==> src/rtl/shift_exec_stage.sv <==
// Two-stage valid/ready pipelined shift execute unit (SLL/SRL/SRA) for the RV32I datapath.
// Define SHIFT_SRA_EN to build the arithmetic right-shift core; otherwise op 10 is reserved.
module shift_exec_stage #(
  parameter int unsigned XLEN  = 32,
  parameter int unsigned CNT_W = 16
) (
  input  logic             clk_i,
  input  logic             rst_i,
  input  logic             in_valid_i,
  output logic             in_ready_o,
  input  logic [1:0]       in_op_i,
  input  logic [XLEN-1:0]  in_a_i,
  input  logic [XLEN-1:0]  in_b_i,
  input  logic [4:0]       in_tag_i,
  output logic             out_valid_o,
  input  logic             out_ready_i,
  output logic [XLEN-1:0]  out_res_o,
  output logic [4:0]       out_tag_o,
  output logic             out_err_o,
  output logic [CNT_W-1:0] op_count_o
);

  localparam int unsigned ShW = $clog2(XLEN);

  typedef enum logic [1:0] {
    OpSll = 2'b00,
    OpSrl = 2'b01,
    OpSra = 2'b10,
    OpRsv = 2'b11
  } shift_op_e;

  // Log-depth barrel shifters: stage k shifts by 2**k when shamt bit k is set.
  function automatic logic [XLEN-1:0] sll_core(input logic [XLEN-1:0] a,
                                               input logic [ShW-1:0]  sh);
    logic [XLEN-1:0] r;
    r = a;
    for (int k = 0; k < ShW; k++) begin
      if (sh[k]) r = r << (1 << k);
    end
    return r;
  endfunction

  function automatic logic [XLEN-1:0] srl_core(input logic [XLEN-1:0] a,
                                               input logic [ShW-1:0]  sh);
    logic [XLEN-1:0] r;
    r = a;
    for (int k = 0; k < ShW; k++) begin
      if (sh[k]) r = r >> (1 << k);
    end
    return r;
  endfunction

`ifdef SHIFT_SRA_EN
  function automatic logic [XLEN-1:0] sra_core(input logic [XLEN-1:0] a,
                                               input logic [ShW-1:0]  sh);
    logic [XLEN-1:0] r;
    logic [XLEN-1:0] fill;
    fill = {XLEN{a[XLEN-1]}};
    r    = a;
    for (int k = 0; k < ShW; k++) begin
      if (sh[k]) r = (r >> (1 << k)) | (fill & ~({XLEN{1'b1}} >> (1 << k)));
    end
    return r;
  endfunction
`endif

  // Stage 1 state
  logic            s1_valid_q, s1_valid_d;
  shift_op_e       s1_op_q, s1_op_d;
  logic [XLEN-1:0] s1_a_q, s1_a_d;
  logic [ShW-1:0]  s1_shamt_q, s1_shamt_d;
  logic [4:0]      s1_tag_q, s1_tag_d;

  // Stage 2 state
  logic            s2_valid_q, s2_valid_d;
  logic [XLEN-1:0] s2_res_q, s2_res_d;
  logic [4:0]      s2_tag_q, s2_tag_d;
  logic            s2_err_q, s2_err_d;

  logic [CNT_W-1:0] count_q, count_d;

  logic            s2_advance;
  logic            in_fire;
  logic            out_fire;
  logic [XLEN-1:0] sll_res;
  logic [XLEN-1:0] srl_res;
  logic [XLEN-1:0] shift_res;
  logic            shift_err;
  logic            unused_b_hi;

  assign unused_b_hi = ^in_b_i[XLEN-1:ShW];

  assign s2_advance = !s2_valid_q || out_ready_i;
  assign in_ready_o = !s1_valid_q || s2_advance;
  assign in_fire    = in_valid_i && in_ready_o;
  assign out_fire   = s2_valid_q && out_ready_i;

  assign sll_res = sll_core(s1_a_q, s1_shamt_q);
  assign srl_res = srl_core(s1_a_q, s1_shamt_q);

`ifdef SHIFT_SRA_EN
  logic [XLEN-1:0] sra_res;
  assign sra_res = sra_core(s1_a_q, s1_shamt_q);
`endif

  // Result select; unsupported ops produce zero with the error flag set.
  always_comb begin
    shift_res = '0;
    shift_err = 1'b0;
    unique case (s1_op_q)
      OpSll:   shift_res = sll_res;
      OpSrl:   shift_res = srl_res;
`ifdef SHIFT_SRA_EN
      OpSra:   shift_res = sra_res;
`endif
      default: shift_err = 1'b1;
    endcase
  end

  always_comb begin
    s1_valid_d = s1_valid_q;
    s1_op_d    = s1_op_q;
    s1_a_d     = s1_a_q;
    s1_shamt_d = s1_shamt_q;
    s1_tag_d   = s1_tag_q;
    if (in_fire) begin
      s1_valid_d = 1'b1;
      s1_op_d    = shift_op_e'(in_op_i);
      s1_a_d     = in_a_i;
      s1_shamt_d = in_b_i[ShW-1:0];
      s1_tag_d   = in_tag_i;
    end else if (s2_advance) begin
      s1_valid_d = 1'b0;
    end
  end

  // Stage 2 holds its result while downstream stalls.
  always_comb begin
    s2_valid_d = s2_valid_q;
    s2_res_d   = s2_res_q;
    s2_tag_d   = s2_tag_q;
    s2_err_d   = s2_err_q;
    if (s2_advance) begin
      s2_valid_d = s1_valid_q;
      if (s1_valid_q) begin
        s2_res_d = shift_res;
        s2_tag_d = s1_tag_q;
        s2_err_d = shift_err;
      end
    end
  end

  assign count_d = out_fire ? count_q + CNT_W'(1) : count_q;

  always_ff @(posedge clk_i or posedge rst_i) begin
    if (rst_i) begin
      s1_valid_q <= 1'b0;
      s1_op_q    <= OpSll;
      s1_a_q     <= '0;
      s1_shamt_q <= '0;
      s1_tag_q   <= '0;
      s2_valid_q <= 1'b0;
      s2_res_q   <= '0;
      s2_tag_q   <= '0;
      s2_err_q   <= 1'b0;
      count_q    <= '0;
    end else begin
      s1_valid_q <= s1_valid_d;
      s1_op_q    <= s1_op_d;
      s1_a_q     <= s1_a_d;
      s1_shamt_q <= s1_shamt_d;
      s1_tag_q   <= s1_tag_d;
      s2_valid_q <= s2_valid_d;
      s2_res_q   <= s2_res_d;
      s2_tag_q   <= s2_tag_d;
      s2_err_q   <= s2_err_d;
      count_q    <= count_d;
    end
  end

  assign out_valid_o = s2_valid_q;
  assign out_res_o   = s2_res_q;
  assign out_tag_o   = s2_tag_q;
  assign out_err_o   = s2_err_q;
  assign op_count_o  = count_q;

  stall_hold_a: assert property (@(posedge clk_i) disable iff (rst_i)
    (out_valid_o && !out_ready_i) |=>
      (out_valid_o && $stable(out_res_o) && $stable(out_tag_o) && $stable(out_err_o)));

endmodule

==> config.mk <==
export PLATFORM = sky130hd
export DESIGN_NAME = shift_exec_stage
export DESIGN_NICKNAME = d
export VERILOG_FILES = /design/src/rtl/shift_exec_stage.sv
export SDC_FILE = /design/constraint.sdc
export NUM_CORES = 1
export LEC_CHECK = 0
export ABC_AREA = 1
export CAP_MARGIN = 40
export CORE_MARGIN = 3
export CORE_UTILIZATION = 58
export DETAILED_ROUTE_END_ITERATION = 6
export GPL_TIMING_DRIVEN = 0
export HOLD_SLACK_MARGIN = 0.05
export PLACE_DENSITY = 0.95
export SLEW_MARGIN = 20
export SYNTH_ARGS = -nofsm -noshare
export SYNTH_HDL_FRONTEND = slang
export SYNTH_SLANG_ARGS = --single-unit
==> constraint.sdc <==
create_clock -name clk_i -period 5.1 [get_ports clk_i]
set_clock_uncertainty 0.1 [all_clocks]
set_input_delay 0.51 -clock clk_i [delete_from_list [all_inputs] [get_ports clk_i]]
set_output_delay 0.51 -clock clk_i [all_outputs]
set_load 0.05 [all_outputs]
# Word level (Yosys, flattened, before mapping)
# Index checks and enable logic that the tools add are counted.
[word_totals]
inputBits = 75
wordCells = 36
n_memories = 0
register_bits = 100
romBits = 0
mem_bits_rw = 0
latch_bits = 0
out_inout_bits = 56
[op_classes]
magnitude_cmp = 0
n_eq_ne = 1
muxes = 14
div = 0
shift = 0
mul = 0
n_reduce_logical = 10
n_addsub = 1
bitwise_logic = 0
[ops]
columns = ["op", "count"]
rows = [
  ["32-bit two-way mux", 10],
  ["32-bit one-hot mux with 2 select lines", 1],
  ["16-bit by 1-bit adder with 16-bit output, second input constant", 1],
  ["1-bit two-way mux", 3],
  ["2-bit by 1-bit equality test with 1-bit output, second input constant", 1],
  ["1-bit logical AND", 2],
  ["1-bit logical NOT", 2],
  ["2-bit logical NOT", 1],
  ["1-bit logical OR", 2],
  ["2-bit AND reduction", 1],
  ["2-bit nonzero test", 1],
  ["2-bit OR reduction", 1],
]

# Logic depth before layout (Yosys ltp)
# Gate-level depths: netlist of run 1.
[logic_depth]
ltp_word = 6
mapped_depth = 13
depth_no_buf = 11

# Worst setup path after synthesis of run 1
# Ideal clock, no wire load.
[synth_path]
path_type = "reg2reg"
from = "register s2_valid_q (netlist: out_valid_o)"
to = "register s1_a_q[0]"
setup_slack_ns = 2.716
period_less_slack_ns = 2.384
setup_ns = 0.125
arrival_time_ns = 2.159
stages_incl_launch_ff = 5
path_buffers = 1
t_required_ns = 4.875
path_cell_list = "dfrtp_1 > nand3_1 > nand2_1 > buf_2 > mux2_2"
[synth_via]
elab_chain_len = 4
[synth_rtl]
columns = ["item", "line_no", "source"]
rows = [
  ["start, declared", "75", "logic s2_valid_q, s2_valid_d;"],
  ["start signal, assigned", "173", "s2_valid_q <= s2_valid_d;"],
  ["1-bit logical NOT", "93", "assign s2_advance = !s2_valid_q || out_ready_i;"],
  ["1-bit logical OR", "93", ""],
  ["1-bit logical OR", "94", "assign in_ready_o = !s1_valid_q || s2_advance;"],
  ["via in_ready_o", "10", "output logic in_ready_o,"],
  ["1-bit logical AND", "95", "assign in_fire = in_valid_i && in_ready_o;"],
  ["end signal, assigned", "159", "s1_a_q <= '0;"],
  ["end signal, assigned", "170", "s1_a_q <= s1_a_d;"],
  ["end, declared", "70", "logic [XLEN-1:0] s1_a_q, s1_a_d;"],
]
# The timed path passes the listed nets, and every way through them passes these cells.
# A chain may end at the register's enable or synchronous reset.

# Worst setup path in the final report of run 1
[layout_path]
from = "input port out_ready_i"
to = "output port in_ready_o"
[layout_via]
elab_chain_len = 2
[layout_rtl]
columns = ["item", "line_no", "source"]
rows = [
  ["start, declared", "16", "input logic out_ready_i,"],
  ["1-bit logical OR", "93", ""],
  ["1-bit logical OR", "94", ""],
  ["end, declared", "10", ""],
]
# No other way between the ends.

==> results of run 1 <==
path summary, 6_finish.rpt:
check                                endpoint
worst max-delay path               in_ready_o
worst min-delay path             out_tag_o[2]
worst max register to register  out_res_o[30]
worst min register to register   out_tag_o[2]
max in group asynchronous       out_res_o[18]
min in group asynchronous           s1_a_q[3]
per-layer routing:
metal  vias to the layer above  share of wire, %  wire length, um
li1                       3610                 -                -
met1                      3833                36            10360
met2                       737                43            12470
met3                       178                14             3966
met4                         0               7.0             2015
met5                         -                 0                0
critical path: stages:
cell and delay [ps]:
clkdlybuf4s50_1 530, inv_1 90, nand3_1 180, clkdlybuf4s50_1 860
cell usage after synthesis, types with 2 or more instances:
cell type,n,area [sq um]
buf_4,6,45.04
buf_6,4,45.04
nor2_2,4,25.02
or2_2,13,81.33
buf_1,7,26.28
dfrtp_1,100,2502
nand3_1,417,2087
xnor2_1,5,43.79
inv_2,2,7.510
buf_8,3,45.04
nor2_4,2,22.52
nor2_1,49,183.9
nand2_2,22,137.6
inv_1,27,101.4
nand4_1,8,50.05
mux2_2,38,427.9
xor2_1,10,87.58
nand3_2,7,70.07
o21ai_0,3,15.01
nand2_1,180,675.7
buf_2,39,195.2
a21oi_1,18,90.09
clkbuf_1,10,37.54
state kept, by name, summed over array words and instances (netlist names):
name,flops
op_count_o,16
out_err_o,1
out_res_o,32
out_tag_o,5
out_valid_o,1
s1_a_q,32
s1_op_q,2
s1_shamt_q,5
s1_tag_q,5
s1_valid_q,1
per-stage QoR:
step           instance area (sq um)  hold WS [ps]
2_1_floorplan                   7059         336.4
3_3_place_gp                    8269         342.7
3_5_place_dp                    8302         352.7
4_1_cts                         8596         373.0
5_1_grt                         8596         411.0
6_report                        8596         384.2
cells by family after synthesis:
logic type | count (synthesis) | share of synthesized area (%)
flip-flops | 100 | 35.45
XOR/XNOR | 15 | 1.861
buffers and inverters | 99 | 7.285
multiplexers | 38 | 6.062
AO/OA/AOI/OAI | 21 | 1.489
AND/OR/NAND/NOR | 706 | 47.68
adder cells (fa/ha/maj) | 1 | 0.1772
power breakdown:
group / internal, W / switching [W] / total (W)
Clock: 0.000353 / 0.000338 / 0.000691
Sequential: 0.000963 / 0.000139 / 0.00110
Combinational: 0.000652 / 0.00143 / 0.00208
final cells by class:
| class | count | share of cell area (%) |
|---|---|---|
| Clock buffer | 10 | 2.780 |
| Multi-Input combinational cell | 781 | 47.03 |
| Clock inverter | 6 | 0.6405 |
| Timing Repair Buffer | 104 | 12.31 |
| Sequential cell | 100 | 29.11 |
| Buffer | 69 | 4.585 |
| Inverter | 30 | 1.456 |
| Tap cell | 143 | 2.082 |
==> flow_summary.toml, run 1 <==
[power]
totalPowerFinal_w = 0.003876
p_leak_nw = 4.023
p_per_area_nw_per_um2 = 450.9
irDropWorstVdd_mv = 0.4270

[timing]
fin_ws_ps = 2318
hold_viol = 0
worst_pin_slew_ps = 700.9
clock.fmax_mhz = 359.4
rsz0062_at_grt = "false"
fin_setup_tns_ps = 0
finalCriticalPeriod_ps = 2782
drv_slew = 0
maxSlewHeadroom_pct = 53.27
finalSetupViolations = 0
fin_crit_sh_pct = 54.55

[clocking]
cts_max_level = 3
cts_hold_buf = 0
clock_sinks = 100
cts_buffers = 9
clk_pin_slew_worst_paths_ps = 70
cts-root-buf = "clkbuf_16"
cts_buffer_depth = 2
clk_latency_ps = 370
ctsResizeCount = 0
cts_setup_buffers = 0
cts_tree = "yes"

[synth]
synth-seq-cells = 100
async_flop_share_pct = 100.0
syn_avg_cell_area_sq_um = 7.203
synth_area_sq_um = 7059
syn-num-nets = 1056
synth_flop_cell = "dfrtp_1"
synthDistinctLibCells = 29
synth_edf_count = 0
netlist_instances = 980
yosys_warnings = 0
seq_area_frac_synth_pct = 35.45

[layout]
drive_gt1_share_pct = 14.64
stdcell_count = 1243
nets = 1171
final_cell_mix = "417 x nand3_1, 180 x nand2_1, 103 x clkdlybuf4s50_1"
final_util_pct = 73.70
fillCellCount = 909
final-seq-area_sq_um = 2502
layout_commonest_cell = "nand3_1"
multi_input_area_sq_um = 4043
n_antenna_cell = 0
area.growth.synth_to_final_pct = 21.77

[global_route]
grt_use_met3_pct = 15.34
antenna_found_initial = 0
grt.total_usage_pct = 43.43
grt_use_met2_pct = 66.40
gr-total-overflow = 0
grt_max_degree = 68
gr-usage-met1_pct = 53.85
first_global_vias = 8036
grt_pass1_wl_mm = 44.20
top_usage_layer = "met2"

[worst_setup_path]
path_class = "input port to output pin"
cp.arrival_ps = 2170
r2r_slack_ps = 2930
path_max_fanout = 3
reg2reg_depth = 9
end_kind = "output pin"
cp-startpoint = "out_ready_i"
r2r-start = "s1_shamt_q[2]"
setup.worst_path.start_class = "input port"
crit_required_ps = 4490

[hold_path]
hold_path.class = "register to register"
min_path_cells = 2
hp-start = "s1_tag_q[2]"

[floorplan]
die_area_sq_um = 13530
die_h_um = 116.3
core_sq_um = 11660
rows = 39
ios = 131
initial_utilization_pct = 60.53
die_width_um = 116.3

[routing]
via_count = 8358
finalWirelength_mm = 28.81
wire_per_inst_um = 23.18
drtIter0Drc = 1540
via_per_inst = 6.724
antenna_left = 0
dr.pass1.iters = 6
remaining_drc_errors = 0

[flow_run]
drv_cap = 0

[status]
status = "finished, final reports clean"

[placement]
post-dp-hpwl_mm = 21.79
place_congestion = 1.163
dp_slack_ps = 2392
io_buffer_count = 103
dp_cells = 1227
No activity file was read; power rests on OpenSTA's default activity.
==> run 2, diff against run 1 <==
- CORE_UTILIZATION: 58 -> 48
- PLACE_DENSITY: 0.95 -> 0.87
- clock period: 5.1 -> 2.5 ns (I/O delays scaled with it)
==> run 2 against run 1 <==
The flow now finishes with violations (design-rule violations). Wire length rose by 6.6%. Clock-buffer cell count decreased by 1. First-iteration DRC count decreased by 4.4%. Largest cell class unchanged.
==> flow_summary.toml, run 2 (synthesis results as in run 1) <==
[status]
status = "complete, but fails checks"
violations = "design-rule violations"

[timing]
clock.fmax_mhz = 436.8
finalSetupViolations = 0
fin_ws_ps = 210.7
rsz0062_at_grt = "false"
worst_pin_slew_ps = 736.7
finalCriticalPeriod_ps = 2289
fin_crit_sh_pct = 91.57
hold_viol = 0
drv_slew = 0
fin_hold_ws_ps = 92.62
maxSlewHeadroom_pct = 50.89

[global_route]
gr-total-overflow = 0
first_global_vias = 7951
grt_max_degree = 36
grt_pass1_wl_mm = 46.91
antenna_found_initial = 0
grt.total_usage_pct = 38.13

[layout]
drive_gt1_share_pct = 14.79
fillCellCount = 1295
area.growth.synth_to_final_pct = 23.31
nets = 1173
layout_commonest_cell = "nand3_1"
final_util_pct = 61.52
stdcell_area_sq_um = 8705
final_cell_mix = "417 x nand3_1, 180 x nand2_1, 103 x clkdlybuf4s50_1"
n_antenna_cell = 0

[floorplan]
die_width_um = 127.3
rows = 43
die_area_sq_um = 16200
ios = 131
die_h_um = 127.3
initial_utilization_pct = 49.89
core_sq_um = 14150

[clocking]
cts_buffers = 9
ctsResizeCount = 0
cts_hold_buf = 0
clk_latency_ps = 380
cts-root-buf = "clkbuf_16"
cts_max_level = 3
clock_sinks = 100
cts_buffer_depth = 2
cts_setup_buffers = 0
cts_tree = "yes"
clk_pin_slew_worst_paths_ps = 80

[routing]
via_count = 8195
dr.pass1.iters = 7
antenna_left = 0
finalWirelength_mm = 30.72
drtIter0Drc = 1473
via_per_inst = 6.392
wire_per_inst_um = 23.97
remaining_drc_errors = 1

[worst_setup_path]
path_cells = "buf_2 -> inv_2 -> clkbuf_1 -> nand3_1 -> nand3_1 -> nand3_1 -> nand3_1 -> nand2_1 -> nand2_1"
end_kind = "register"
path_max_fanout = 10
cp_num_buf_inv = 3
cp_slowest_cell = "clkbuf_1"
critPathMaxStageDelay_ps = 570
crit_required_ps = 2720
path_class = "register to register"
cp.arrival_ps = 2510
crit_family = "simple AND/OR/NAND/NOR gates"
cpMostUsedCell = "nand3_1"
setup.worst_path.start_class = "register"

[placement]
post-dp-hpwl_mm = 23.84
placed_cell_area_sq_um = 8379
dp_slack_ps = 336.9
place_congestion = 1.039
io_buffer_count = 103

[power]
seqPwrFrac_pct = 27.7
p_per_area_nw_per_um2 = 930.3
pwr-share-comb_pct = 53.0
clockPowerShare_pct = 19.3
switching_share_pct = 49.26
p_leak_nw = 4.049
p_switching_w = 0.003989
p_int_w = 0.004109
irDropWorstVdd_mv = 0.7537

[flow_run]
drv_cap = 0

[hold_path]
hold_path.class = "input port to asynchronous set/reset pin"
-- run 2: final timing paths --
path,end,startpoint,slack (ps),depth (start not counted)
max,out_res_o[8],s1_shamt_q[2],210,9
min,s1_a_q[2],rst_i,90,2
max reg2reg,out_res_o[8],s1_shamt_q[2],210,9
min reg2reg,out_tag_o[0],s1_tag_q[0],380,2
max in group asynchronous,out_res_o[11],rst_i,1510,4
min in group clk_i,s1_shamt_q[3],in_b_i[3],360,3
-- run 2: layer usage --
metal,GRT usage [%],part of all wire (%)
met1,50.27,39
met3,8.069,10
met2,59.12,44
met5,0,0
met4,19.75,6.3
-- run 2: cell type report --
cell class | instances | area [sq um] | share of cell area (%)
multi-input cells | 781 | 4043 | 46.44
flip-flops and latches | 100 | 2502 | 28.75
repair buffers | 106 | 1091 | 12.53
plain buffers | 69 | 394.1 | 4.528
clock buffers | 9 | 225.2 | 2.587
well taps | 180 | 225.2 | 2.587
inverters | 30 | 123.9 | 1.423
clock inverters | 7 | 100.1 | 1.150
-- run 2: per-stage QoR --
step	TNS, ps	cells	power, W
2_1_floorplan	0	980	0.004970
3_3_place_gp	-412.4	1263	0.006393
3_5_place_dp	0	1266	0.006429
4_1_cts	0	1282	0.007988
5_1_grt	0	1282	0.008421
6_report	0	1282	0.008098
-- run 2: power groups by stage --
stage	registers [W]	clock network [W]	logic [W]
after floorplan	0.00304	0	0.00193
after global placement	0.00224	0	0.00415
after detailed placement	0.00226	0	0.00417
after CTS	0.00224	0.00157	0.00418
after global routing	0.00228	0.00163	0.00451
final	0.00224	0.00156	0.00429
==> run 3, diff against run 2 <==
- CORE_ASPECT_RATIO: unset -> 0.5
==> run 3 against run 2 <==
The run ends with design-rule violations, negative setup slack left. Combinational power up 1%. Via count grew 0.71%. Sequential power hardly changed. Critical path depth is the same. Worst hold slack gained 280 ps. Critical endpoint is now out_res_o[10]. Largest power group unchanged. Highest routed layer is now met5.
==> flow_summary.toml, run 3 (synthesis results as in run 1) <==
[floorplan]
die_area_sq_um = 16290
initial_utilization_pct = 50.56
die_width_um = 177.5
core_sq_um = 13960
rows = 30
ios = 131
die_h_um = 91.75

[routing]
remaining_drc_errors = 5
via_per_inst = 6.373
dr.pass1.iters = 7
finalWirelength_mm = 31.43
wire_per_inst_um = 24.27
drtIter0Drc = 1481
via_count = 8253
antenna_left = 0

[global_route]
grt_use_met2_pct = 53.20
grt_use_met3_pct = 16.50
top_usage_layer = "met1"
grt_pass1_wl_mm = 47.70
gr-usage-met1_pct = 56.49
grt.total_usage_pct = 38.97
grt_max_degree = 36
gr-total-overflow = 0
first_global_vias = 7800
antenna_found_initial = 0

[worst_setup_path]
r2r-start = "s1_shamt_q[1]"
cp-startpoint = "s1_shamt_q[1]"
r2r_slack_ps = -20
cpMostUsedCell = "nand3_1"
cp_num_buf_inv = 2
r2r_end = "out_res_o[10]"
end_kind = "register"
critPathMaxStageDelay_ps = 480
cp_slowest_cell = "clkbuf_1"
path_cells = "inv_2 -> clkbuf_1 -> nand3_1 -> nand3_1 -> nand3_1 -> nand3_1 -> nand2_1 -> nor2_1 -> nor2_1"
path_max_fanout = 10
crit_cells = 9
crit_required_ps = 2650
cp.arrival_ps = 2670
crit_family = "simple AND/OR/NAND/NOR gates"
path_class = "register to register"
reg2reg_depth = 9
setup.worst_path.start_class = "register"
crit_end = "out_res_o[10]"

[clocking]
cts_max_level = 3
cts_setup_buffers = 0
clk_latency_ps = 370
cts-root-buf = "clkbuf_16"
cts_hold_buf = 1
cts_buffers = 9
cts_buffer_depth = 2
cts_tree = "yes"
clock_sinks = 100
clk_pin_slew_worst_paths_ps = 80
ctsResizeCount = 0

[timing]
maxSlewHeadroom_pct = 42.58
hold_viol = 0
finalCriticalPeriod_ps = 2516
worst_pin_slew_ps = 861.3
clock.fmax_mhz = 397.4
fin_hold_ws_ps = 371.9
rsz0062_at_grt = "false"
fin_crit_sh_pct = 100.6
drv_slew = 0
finalSetupViolations = 1
fin_ws_ps = -16.13

[layout]
drive_gt1_share_pct = 14.78
nets = 1174
n_antenna_cell = 0
final_cell_mix = "417 x nand3_1, 180 x nand2_1, 103 x clkdlybuf4s50_1"
layout_commonest_cell = "nand3_1"
stdcell_area_sq_um = 8697
area.growth.synth_to_final_pct = 23.20
fillCellCount = 1227

[placement]
io_buffer_count = 103
place_congestion = 1.141
placed_cell_area_sq_um = 8394
post-dp-hpwl_mm = 24.80

[hold_path]
hold_path.class = "input port to register"

[status]
status = "complete, but fails checks"
violations = "design-rule violations, negative setup slack"

[flow_run]
drv_cap = 0

[power]
p_per_area_nw_per_um2 = 925.1
irDropWorstVdd_mv = 0.9353
totalPowerFinal_w = 0.008045
p_leak_nw = 4.041
[run 3: cell count changes in the layout (fill, tap and decap cells not counted)]
cell,change
clkinv_8,-1
bufinv_16,-1
dlygate4sd3_1,+1
clkinv_4,+1
clkinv_2,+1
[run 3: layout make-up]
class,count,area (sq um),area share [%]
multi-input combinational,781,4043,46.48
sequential,100,2502,28.77
timing repair buffer,107,1101,12.66
buffer,69,394.1,4.532
tap,192,240.2,2.762
clock buffer,9,225.2,2.590
inverter,30,123.9,1.424
clock inverter,7,67.56,0.7769
[run 3: worst min path at each step]
| stage | start | to | slack, ps | cells past startpoint |
|---|---|---|---|---|
| 2_1_floorplan | in_a_i[10] | s1_a_q[10] | 300 | 1 |
| 3_5_place_dp | out_res_o[26] | out_res_o[26] | 370 | 2 |
| 3_3_place_gp | s1_tag_q[2] | out_tag_o[2] | 350 | 2 |
| 5_1_grt | in_a_i[23] | s1_a_q[23] | 390 | 2 |
| 6_report | in_b_i[2] | s1_shamt_q[2] | 370 | 3 |
| 4_1_cts | in_b_i[2] | s1_shamt_q[2] | 360 | 3 |
[run 3: metal layers]
metal / vias to the layer above / routed length (um)
li1: 3609 / -
met1: 3916 / 13120
met2: 654 / 12340
met3: 72 / 5228
met4: 2 / 698
met5: - / 47
[run 3: worst min-delay path, delay by kind of cell]
kind,cells,cell delay (ps)
compound gates,1,50
buf+inv,1,400
simple gates,1,100
[run 3: stage by stage]
step | setup WS [ps] | std cells | TNS (ps) | util (%)
after floorplan | 116.4 | 980 | 0 | -
after global placement | 35.49 | 1275 | 0 | 59.69
after global routing | 15.72 | 1295 | 0 | 62.28
final | -16.13 | 1295 | -16.13 | 62.28
after detailed placement | 230.5 | 1278 | 0 | 60.12
after CTS | 233.6 | 1295 | 0 | 62.28
[run 3: report_power, final]
group          leakage [nW]  switching, W  internal [W]
clock                 0.145      0.000743      0.000704
sequential             1.22      0.000292       0.00196
combinational          2.67       0.00301       0.00134
total                  4.04       0.00404       0.00400
